==> config.mk <==
export PLATFORM = sky130hd
export DESIGN_NAME = fp_div_serial_top
export DESIGN_NICKNAME = d
export VERILOG_FILES = /design/src/rtl/fp_div_serial_top.sv
export SDC_FILE = /design/constraint.sdc
export NUM_CORES = 2
export LEC_CHECK = 0
export CAP_MARGIN = 5
export CORE_MARGIN = 2
export CORE_UTILIZATION = 45
export CTS_CLUSTER_DIAMETER = 50
export DETAILED_ROUTE_END_ITERATION = 8
export PLACE_DENSITY = 0.69
export SETUP_SLACK_MARGIN = 0.15
export SYNTH_ARGS = -nofsm -noshare
export SYNTH_HDL_FRONTEND = slang
export SYNTH_SLANG_ARGS = --single-unit
==> constraint.sdc <==
create_clock -name clk -period 17.35 [get_ports clk]
set_clock_uncertainty 0.1 [all_clocks]
set_input_delay 3.47 -clock clk [delete_from_list [all_inputs] [get_ports clk]]
set_output_delay 3.47 -clock clk [all_outputs]
set_load 0.02 [all_outputs]
==> src/rtl/fp_div_serial_top.sv <==
// ---------------------------------------------------------------------------
// fp_div_serial_top
//
// Byte-serial divider wrapper. Eight input bytes carry a 32-bit dividend Z
// and a 32-bit divisor D, MSB first. Each complete word goes into a small
// FIFO. An iterative divider takes words from the FIFO one at a time.
// It divides either as IEEE-754 fp32 (select=1) or as 32-bit integers
// (select=0, with sign choosing signed or unsigned). The 64-bit result is
// streamed back as eight bytes, LSB byte first.
//
// Ports
//   clk           rising-edge clock
//   rst_n         asynchronous active-low reset; aborts everything
//   push_in       input byte valid
//   data_in_in    input byte
//   sign          integer mode: 1=signed, 0=unsigned (sampled with byte 8)
//   select        0=integer divide, 1=fp32 divide (sampled with byte 8)
//   data_out_out  output byte (0 when not streaming)
//   pull_out      one-cycle pulse marking the first output byte
//   sign_out      result bit 63, held while streaming (0 otherwise)
//
// Configuration macro
//   FP_ROUND_NEAREST_EN  when defined, the fp mantissa is rounded to
//                        nearest-even instead of truncated.
// ---------------------------------------------------------------------------
module fp_div_serial_top #(
    parameter int DATA_WIDTH       = 65,
    parameter int BUFFER_DEPTH     = 4,
    parameter int LOG_BUFFER_DEPTH = 3,
    parameter int WIDTH            = 32,
    parameter int EXPWIDTH         = 6
) (
    input  logic       clk,
    input  logic       rst_n,
    input  logic       push_in,
    input  logic [7:0] data_in_in,
    input  logic       sign,
    input  logic       select,
    output logic [7:0] data_out_out,
    output logic       pull_out,
    output logic       sign_out
);

    localparam int AW        = LOG_BUFFER_DEPTH - 1;
    localparam int STEPS     = 4;
    // 28 fp steps give 24 mantissa bits plus 4 bits for rounding.
    localparam int FP_ITERS  = 7;
    localparam int INT_ITERS = WIDTH / STEPS;

    localparam logic [1:0] SP_NONE = 2'd0;
    localparam logic [1:0] SP_NAN  = 2'd1;
    localparam logic [1:0] SP_INF  = 2'd2;
    localparam logic [1:0] SP_ZERO = 2'd3;

    typedef enum logic [1:0] {DIV_IDLE, DIV_CALC, DIV_DONE} div_state_t;

    // ---------------- input assembly and FIFO ----------------
    logic [2:0]              byte_cnt_q, byte_cnt_d;
    logic [55:0]             in_shift_q, in_shift_d;
    logic [DATA_WIDTH:0]     fifo_mem_q [BUFFER_DEPTH];
    logic [LOG_BUFFER_DEPTH-1:0] wr_ptr_q, wr_ptr_d, rd_ptr_q, rd_ptr_d;
    logic                    fifo_wr, fifo_rd, fifo_empty, fifo_full;
    logic [DATA_WIDTH:0]     fifo_wdata, head_entry;

    assign fifo_empty = (wr_ptr_q == rd_ptr_q);
    assign fifo_full  = (wr_ptr_q[AW] != rd_ptr_q[AW]) &&
                        (wr_ptr_q[AW-1:0] == rd_ptr_q[AW-1:0]);
    assign head_entry = fifo_mem_q[rd_ptr_q[AW-1:0]];

    // The eighth byte completes the word. If the FIFO is full, the word is
    // dropped, but the byte counter still wraps.
    always_comb begin
        byte_cnt_d = byte_cnt_q;
        in_shift_d = in_shift_q;
        fifo_wr    = 1'b0;
        fifo_wdata = {select, sign, in_shift_q, data_in_in};
        if (push_in) begin
            byte_cnt_d = byte_cnt_q + 3'd1;
            in_shift_d = {in_shift_q[47:0], data_in_in};
            if (byte_cnt_q == 3'd7) begin
                fifo_wr = !fifo_full;
            end
        end
    end

    always_comb begin
        wr_ptr_d = wr_ptr_q;
        rd_ptr_d = rd_ptr_q;
        if (fifo_wr) begin
            wr_ptr_d = wr_ptr_q + 1'b1;
        end
        if (fifo_rd) begin
            rd_ptr_d = rd_ptr_q + 1'b1;
        end
    end

    always_ff @(posedge clk or negedge rst_n) begin
        if (!rst_n) begin
            for (int i = 0; i < BUFFER_DEPTH; i++) begin
                fifo_mem_q[i] <= '0;
            end
        end else if (fifo_wr) begin
            fifo_mem_q[wr_ptr_q[AW-1:0]] <= fifo_wdata;
        end
    end

    // ---------------- operand preparation from the FIFO head ----------------
    logic             head_sel, head_sgn;
    logic [WIDTH-1:0] head_z, head_d;
    logic             z_neg, d_neg;
    logic [WIDTH-1:0] z_abs, d_abs;
    logic [23:0]      mant_z, mant_d;
    logic             mant_lt;
    logic [24:0]      fp_x;
    logic [9:0]       exp_pre;
    logic [1:0]       special_pre;

    assign head_sel = head_entry[DATA_WIDTH];
    assign head_sgn = head_entry[DATA_WIDTH-1];
    assign head_z   = head_entry[2*WIDTH-1:WIDTH];
    assign head_d   = head_entry[WIDTH-1:0];

    // For fp, the smaller dividend mantissa is pre-doubled so the quotient
    // lands in [1,2). The divider is then seeded with half of it, so that
    // its first shift reproduces the full value.
    always_comb begin
        z_neg   = head_sgn & head_z[WIDTH-1];
        d_neg   = head_sgn & head_d[WIDTH-1];
        z_abs   = z_neg ? -head_z : head_z;
        d_abs   = d_neg ? -head_d : head_d;
        mant_z  = {1'b1, head_z[22:0]};
        mant_d  = {1'b1, head_d[22:0]};
        mant_lt = (mant_z < mant_d);
        fp_x    = mant_lt ? {mant_z, 1'b0} : {1'b0, mant_z};
        exp_pre = {2'b00, head_z[30:23]} - {2'b00, head_d[30:23]} + 10'd127
                  - {9'd0, mant_lt};
        special_pre = SP_NONE;
        if ((head_z[30:23] == 8'hFF && head_z[22:0] != 23'd0) ||
            (head_d[30:23] == 8'hFF && head_d[22:0] != 23'd0)) begin
            special_pre = SP_NAN;
        end else if (head_d[30:23] == 8'd0) begin
            special_pre = SP_INF;
        end else if (head_z[30:23] == 8'd0) begin
            special_pre = SP_ZERO;
        end else if ($signed(exp_pre) > 10'sd254) begin
            special_pre = SP_INF;
        end else if ($signed(exp_pre) < 10'sd1) begin
            special_pre = SP_ZERO;
        end
    end

    // ---------------- iterative restoring divider ----------------
    div_state_t          state_q, state_d;
    logic [EXPWIDTH-1:0] iter_q, iter_d;
    logic [WIDTH-1:0]    rem_q, rem_d, num_q, num_d, den_q, den_d, quo_q, quo_d;
    logic [WIDTH-1:0]    orig_z_q, orig_z_d;
    logic                fp_mode_q, fp_mode_d, res_sign_q, res_sign_d;
    logic                q_neg_q, q_neg_d, r_neg_q, r_neg_d, div_zero_q, div_zero_d;
    logic [7:0]          exp_q, exp_d;
    logic [1:0]          special_q, special_d;
    logic [WIDTH-1:0]    step_rem, step_num, step_quo;
    logic [WIDTH:0]      step_trial;
    logic                out_load, out_idle;

    // Several shift-compare-subtract steps per clock. Each step pulls the next
    // dividend bit into the partial remainder.
    always_comb begin
        step_rem   = rem_q;
        step_num   = num_q;
        step_quo   = quo_q;
        step_trial = '0;
        for (int k = 0; k < STEPS; k++) begin
            step_trial = {step_rem, step_num[WIDTH-1]};
            step_num   = {step_num[WIDTH-2:0], 1'b0};
            if (step_trial >= {1'b0, den_q}) begin
                step_trial = step_trial - {1'b0, den_q};
                step_quo   = {step_quo[WIDTH-2:0], 1'b1};
            end else begin
                step_quo   = {step_quo[WIDTH-2:0], 1'b0};
            end
            step_rem = step_trial[WIDTH-1:0];
        end
    end

    // The divider holds its finished result in DIV_DONE until the output
    // streamer is free.
    always_comb begin
        state_d    = state_q;
        iter_d     = iter_q;
        rem_d      = rem_q;
        num_d      = num_q;
        den_d      = den_q;
        quo_d      = quo_q;
        orig_z_d   = orig_z_q;
        fp_mode_d  = fp_mode_q;
        res_sign_d = res_sign_q;
        q_neg_d    = q_neg_q;
        r_neg_d    = r_neg_q;
        div_zero_d = div_zero_q;
        exp_d      = exp_q;
        special_d  = special_q;
        fifo_rd    = 1'b0;
        out_load   = 1'b0;
        case (state_q)
            DIV_IDLE: begin
                if (!fifo_empty) begin
                    fifo_rd    = 1'b1;
                    state_d    = DIV_CALC;
                    fp_mode_d  = head_sel;
                    quo_d      = '0;
                    orig_z_d   = head_z;
                    res_sign_d = head_z[WIDTH-1] ^ head_d[WIDTH-1];
                    q_neg_d    = z_neg ^ d_neg;
                    r_neg_d    = z_neg;
                    div_zero_d = (head_d == '0);
                    exp_d      = exp_pre[7:0];
                    special_d  = special_pre;
                    if (head_sel) begin
                        iter_d = EXPWIDTH'(FP_ITERS);
                        rem_d  = {{(WIDTH-24){1'b0}}, fp_x[24:1]};
                        num_d  = {fp_x[0], {(WIDTH-1){1'b0}}};
                        den_d  = {{(WIDTH-24){1'b0}}, mant_d};
                    end else begin
                        iter_d = EXPWIDTH'(INT_ITERS);
                        rem_d  = '0;
                        num_d  = z_abs;
                        den_d  = d_abs;
                    end
                end
            end
            DIV_CALC: begin
                rem_d  = step_rem;
                num_d  = step_num;
                quo_d  = step_quo;
                iter_d = iter_q - 1'b1;
                if (iter_q == EXPWIDTH'(1)) begin
                    state_d = DIV_DONE;
                end
            end
            DIV_DONE: begin
                if (out_idle) begin
                    out_load = 1'b1;
                    state_d  = DIV_IDLE;
                end
            end
            default: state_d = DIV_IDLE;
        endcase
    end

    // ---------------- result assembly ----------------
    logic [WIDTH-1:0] int_q, int_r, fp_word;
    logic [23:0]      mant;
    logic [7:0]       fp_exp;
    logic [22:0]      fp_frac;
    logic             fp_ovf;
    logic [63:0]      result;
`ifdef FP_ROUND_NEAREST_EN
    logic             round_up;
    logic [24:0]      mant_rnd;
`endif

    always_comb begin
        int_q   = div_zero_q ? '1 : (q_neg_q ? -quo_q : quo_q);
        int_r   = div_zero_q ? orig_z_q : (r_neg_q ? -rem_q : rem_q);
        mant    = quo_q[27:4];
        fp_exp  = exp_q;
        fp_frac = mant[22:0];
        fp_ovf  = 1'b0;
`ifdef FP_ROUND_NEAREST_EN
        // quo_q[3] is the guard bit. The lower quotient bits and any
        // remainder form the sticky bit.
        round_up = quo_q[3] & ((|quo_q[2:0]) | (|rem_q) | mant[0]);
        mant_rnd = {1'b0, mant} + {24'd0, round_up};
        fp_frac  = mant_rnd[22:0];
        if (mant_rnd[24]) begin
            fp_frac = '0;
            if (exp_q == 8'd254) begin
                fp_ovf = 1'b1;
            end else begin
                fp_exp = exp_q + 8'd1;
            end
        end
`endif
        case (special_q)
            SP_NAN:  fp_word = 32'h7FC00000;
            SP_INF:  fp_word = {res_sign_q, 8'hFF, 23'd0};
            SP_ZERO: fp_word = {res_sign_q, 31'd0};
            default: fp_word = fp_ovf ? {res_sign_q, 8'hFF, 23'd0}
                                      : {res_sign_q, fp_exp, fp_frac};
        endcase
        result = fp_mode_q ? {fp_word, {WIDTH{1'b0}}} : {int_q, int_r};
    end

    // ---------------- output streamer ----------------
    logic [2:0]  out_cnt_q, out_cnt_d;
    logic [55:0] out_shift_q, out_shift_d;
    logic [7:0]  data_out_q, data_out_d;
    logic        pull_q, pull_d, sign_out_q, sign_out_d;

    // out_cnt_q counts the bytes still to follow the one being presented.
    // A new result may start right after the eighth byte.
    assign out_idle = (out_cnt_q == 3'd0);

    always_comb begin
        out_cnt_d   = out_cnt_q;
        out_shift_d = out_shift_q;
        data_out_d  = 8'd0;
        pull_d      = 1'b0;
        sign_out_d  = 1'b0;
        if (out_load) begin
            data_out_d  = result[7:0];
            out_shift_d = result[63:8];
            out_cnt_d   = 3'd7;
            pull_d      = 1'b1;
            sign_out_d  = result[63];
        end else if (!out_idle) begin
            data_out_d  = out_shift_q[7:0];
            out_shift_d = {8'd0, out_shift_q[55:8]};
            out_cnt_d   = out_cnt_q - 3'd1;
            sign_out_d  = sign_out_q;
        end
    end

    assign data_out_out = data_out_q;
    assign pull_out     = pull_q;
    assign sign_out     = sign_out_q;

    // ---------------- state registers ----------------
    always_ff @(posedge clk or negedge rst_n) begin
        if (!rst_n) begin
            byte_cnt_q  <= '0;
            in_shift_q  <= '0;
            wr_ptr_q    <= '0;
            rd_ptr_q    <= '0;
            state_q     <= DIV_IDLE;
            iter_q      <= '0;
            rem_q       <= '0;
            num_q       <= '0;
            den_q       <= '0;
            quo_q       <= '0;
            orig_z_q    <= '0;
            fp_mode_q   <= 1'b0;
            res_sign_q  <= 1'b0;
            q_neg_q     <= 1'b0;
            r_neg_q     <= 1'b0;
            div_zero_q  <= 1'b0;
            exp_q       <= '0;
            special_q   <= SP_NONE;
            out_cnt_q   <= '0;
            out_shift_q <= '0;
            data_out_q  <= '0;
            pull_q      <= 1'b0;
            sign_out_q  <= 1'b0;
        end else begin
            byte_cnt_q  <= byte_cnt_d;
            in_shift_q  <= in_shift_d;
            wr_ptr_q    <= wr_ptr_d;
            rd_ptr_q    <= rd_ptr_d;
            state_q     <= state_d;
            iter_q      <= iter_d;
            rem_q       <= rem_d;
            num_q       <= num_d;
            den_q       <= den_d;
            quo_q       <= quo_d;
            orig_z_q    <= orig_z_d;
            fp_mode_q   <= fp_mode_d;
            res_sign_q  <= res_sign_d;
            q_neg_q     <= q_neg_d;
            r_neg_q     <= r_neg_d;
            div_zero_q  <= div_zero_d;
            exp_q       <= exp_d;
            special_q   <= special_d;
            out_cnt_q   <= out_cnt_d;
            out_shift_q <= out_shift_d;
            data_out_q  <= data_out_d;
            pull_q      <= pull_d;
            sign_out_q  <= sign_out_d;
        end
    end

endmodule

==> reports/qor.yml <==
cp_common_cell: "ha_1"
synth_edf_count: 0
drv_slew: 0
clockRootBuffer: "clkbuf_16"
crit_required_ns: 17.78
die_width_um: 289
row_count: 104
syn_area_um2: 36600
hold_class: "reg -> reg"
ys_warn_count: 0
crit_start: "den_q[7]$_DFFE_PN0P_"
n_antenna_cell: 0
ff2ff_path_depth: 46
grt_max_degree: 182
io_pins: 23
wl_per_cell_um: 22.4
critPathCapture: "rem_q[1]$_DFFE_PN0P_"
post-dp-hpwl_um: 74500
max_slew_margin: 0.254
grt_pass1_vias: 27700
seq_area_frac_synth: 0.398
syn-mean-instance-area_um2: 9.97
period_share: 0.834
cp-start-kind: "flip-flop"
cts_buffers: 73
yosysUniqueCellTypes: 81
drtAntennaViolNets: 0
placed_area_um2: 37700
finalSetupTns_ns: 0
die_area_um2: 83600
vias_per_cell: 6.10
rrSetupSlack_ns: 2.89
htreeDepth: 3
numClockSinks: 581
antenna_found_initial: 1
n_fill_cell: 7151
grt.total_usage: 0.254
io_buffers: 22
synth_top_family_by_area: "multiplexers"
arrival_ns: 14.89
slowest_stage: "and3_1"
design_area_um2: 40300
syn_inst: 3668
synthArstFlopShare: 1.00
syn_to_final_growth_pct: 10.3
worstPathMaxFanout: 45
layout-drive-gt1-share: 0.179
grt_first_pass_wirelength_um: 166000
synthesis.nets: 3872
path_class: "reg -> reg"
path_clk_slew_ns: 0.06
cts_tree: "built"
wl_um: 106000
grt_overflow: 0
core_area_um2: 80500
min_period_ns: 14.46
num-nets-final: 3811
ys_seq_elements: 581
rsz0062_at_grt: "false"
rr_startpoint: "den_q[7]$_DFFE_PN0P_"
first_pass_iters: 6
critPathCaptureType: "flip-flop"
status: "completed"
yosys.area_share.xor_xnor: 0.0575
synth_compound_area_frac: 0.155
drt_iter0_drc: 3049
cts_buffer_depth: 3
initial_core_util: 0.454
cap_violations: 0
final-setup-viol-count: 0
ctsHoldBuffers: 0
gp_congestion: 1.01
fp.dieH_um: 289
synth-simple-area-share: 0.116
ys.flop_type: "dfrtp_1"
max_freq_ghz: 0.0691
drc: 0
muxShareOfSynthArea: 0.172
post-cts-setup-buffer-count: 0
worstMarginPinSlew_ns: 1.12
reg2reg_to: "rem_q[1]$_DFFE_PN0P_"
vias: 28800
finalHoldViolCount: 0
synthAdderAreaFrac: 0.0666
clk_latency_ns: 0.64
cts.repair.resized: 0
max_stage_delay_ns: 0.71
==> layout make-up <==
| class | count | area (µm²) | share of cell area |
|---|---|---|---|
| flip-flops and latches | 581 | 14500 | 0.361 |
| clock buffers | 92 | 1980 | 0.0491 |
| well taps | 1060 | 1330 | 0.0329 |
| inverters | 146 | 548 | 0.0136 |
| clock inverters | 41 | 602 | 0.0149 |
| repair buffers | 58 | 503 | 0.0125 |
| multi-input cells | 2747 | 20800 | 0.516 |
==> metal layers <==
layer,up-vias,part of all wire,global-route usage
li1,13200,-,-
met1,14300,0.44,0.359
met2,1081,0.45,0.387
met3,251,0.062,0.0390
met4,0,0.048,0.114
met5,-,0,0
==> cells by family after synthesis <==
| kind of cell | count (synthesis) |
|---|---|
| adders and majority gates | 191 |
| and+or+nand+nor | 926 |
| buffers and inverters | 340 |
| muxes | 498 |
| xor gates and xnor gates | 240 |
| DFF | 581 |
| AOI/OAI and AO/OA | 892 |
==> through the flow <==
stage                     hold WS (ns)  instances  utilization  worst slack, ns
after global routing             0.385       4725        0.501             1.98
final                            0.374       4725        0.501             2.89
after detailed placement         0.363       4592        0.469             3.23
after global placement           0.357       4592        0.469             3.41
after floorplan                  0.340       3668            -             6.08
after CTS                        0.376       4725        0.501             3.15
==> cells in the mapped netlist (26+ instances only) <==
master,count,share of area
a221oi_1,34,0.0081
nand3_1,68,0.0093
nor2_1,253,0.026
mux2_2,375,0.12
xnor2_1,158,0.038
nor3_1,40,0.0055
o21ai_0,202,0.028
xor2_1,82,0.020
nand2_1,358,0.037
inv_1,145,0.015
ha_1,185,0.063
dfrtp_1,581,0.40
clkbuf_1,145,0.015
a21o_1,75,0.015
o22ai_1,57,0.0098
o31ai_1,30,0.0062
o21bai_1,26,0.0053
mux2i_1,57,0.016
a21oi_1,272,0.037
nand2b_1,27,0.0046
mux4_2,66,0.041
==> registers in the layout (all words and copies together) (netlist names), 2 cells and up <==
name and cells:
fifo_mem_q 264, state_q 2, special_q 2, in_shift_q 56
iter_q 6, exp_q 8, wr_ptr_q 3, byte_cnt_q 3
orig_z_q 32, out_cnt_q 3, out_shift_q 56, data_out_out 8
num_q 32, rd_ptr_q 3, den_q 32, rem_q 32
quo_q 32
==> placed cells by master, fill, tap and decap left out, types with 68 or more instances in the layout <==
cell	netlist	routed
nand2_1	358	354
xor2_1	82	82
ha_1	185	184
a21o_1	75	75
o21ai_0	202	202
a21oi_1	272	272
nand3_1	68	68
clkbuf_16	0	73
inv_1	145	145
dfrtp_1	581	578
xnor2_1	158	158
mux2_2	375	375
nor2_1	253	251
==> worst max-delay path: cells and delay by family (launching register included) <==
family / cells / cell delay, ns
AO/OA/AOI/OAI: 21 / 5.88
adder cells (fa/ha/maj): 4 / 1.38
buffers and inverters: 5 / 1.60
flip-flops: 1 / 0.34
multiplexers: 4 / 1.64
AND/OR/NAND/NOR: 12 / 3.28
==> how the worst min path moves through the flow <==
stage	start	end	slack (ns)	cells past startpoint
CTS	byte_cnt_q[0]$_DFFE_PN0P_	byte_cnt_q[0]$_DFFE_PN0P_	0.38	1
detailed placement	orig_z_q[16]$_DFFE_PN0P_	orig_z_q[16]$_DFFE_PN0P_	0.36	2
finish	byte_cnt_q[0]$_DFFE_PN0P_	byte_cnt_q[0]$_DFFE_PN0P_	0.37	1
floorplan	out_cnt_q[0]$_DFFE_PN0P_	out_cnt_q[0]$_DFFE_PN0P_	0.34	1
global route	out_shift_q[54]$_DFFE_PN0P_	out_shift_q[54]$_DFFE_PN0P_	0.38	1
global placement	out_cnt_q[0]$_DFFE_PN0P_	out_cnt_q[0]$_DFFE_PN0P_	0.36	1
Power is not shown: default switching activity piles up to over one toggle a cycle in this logic, so the estimate is an artifact.
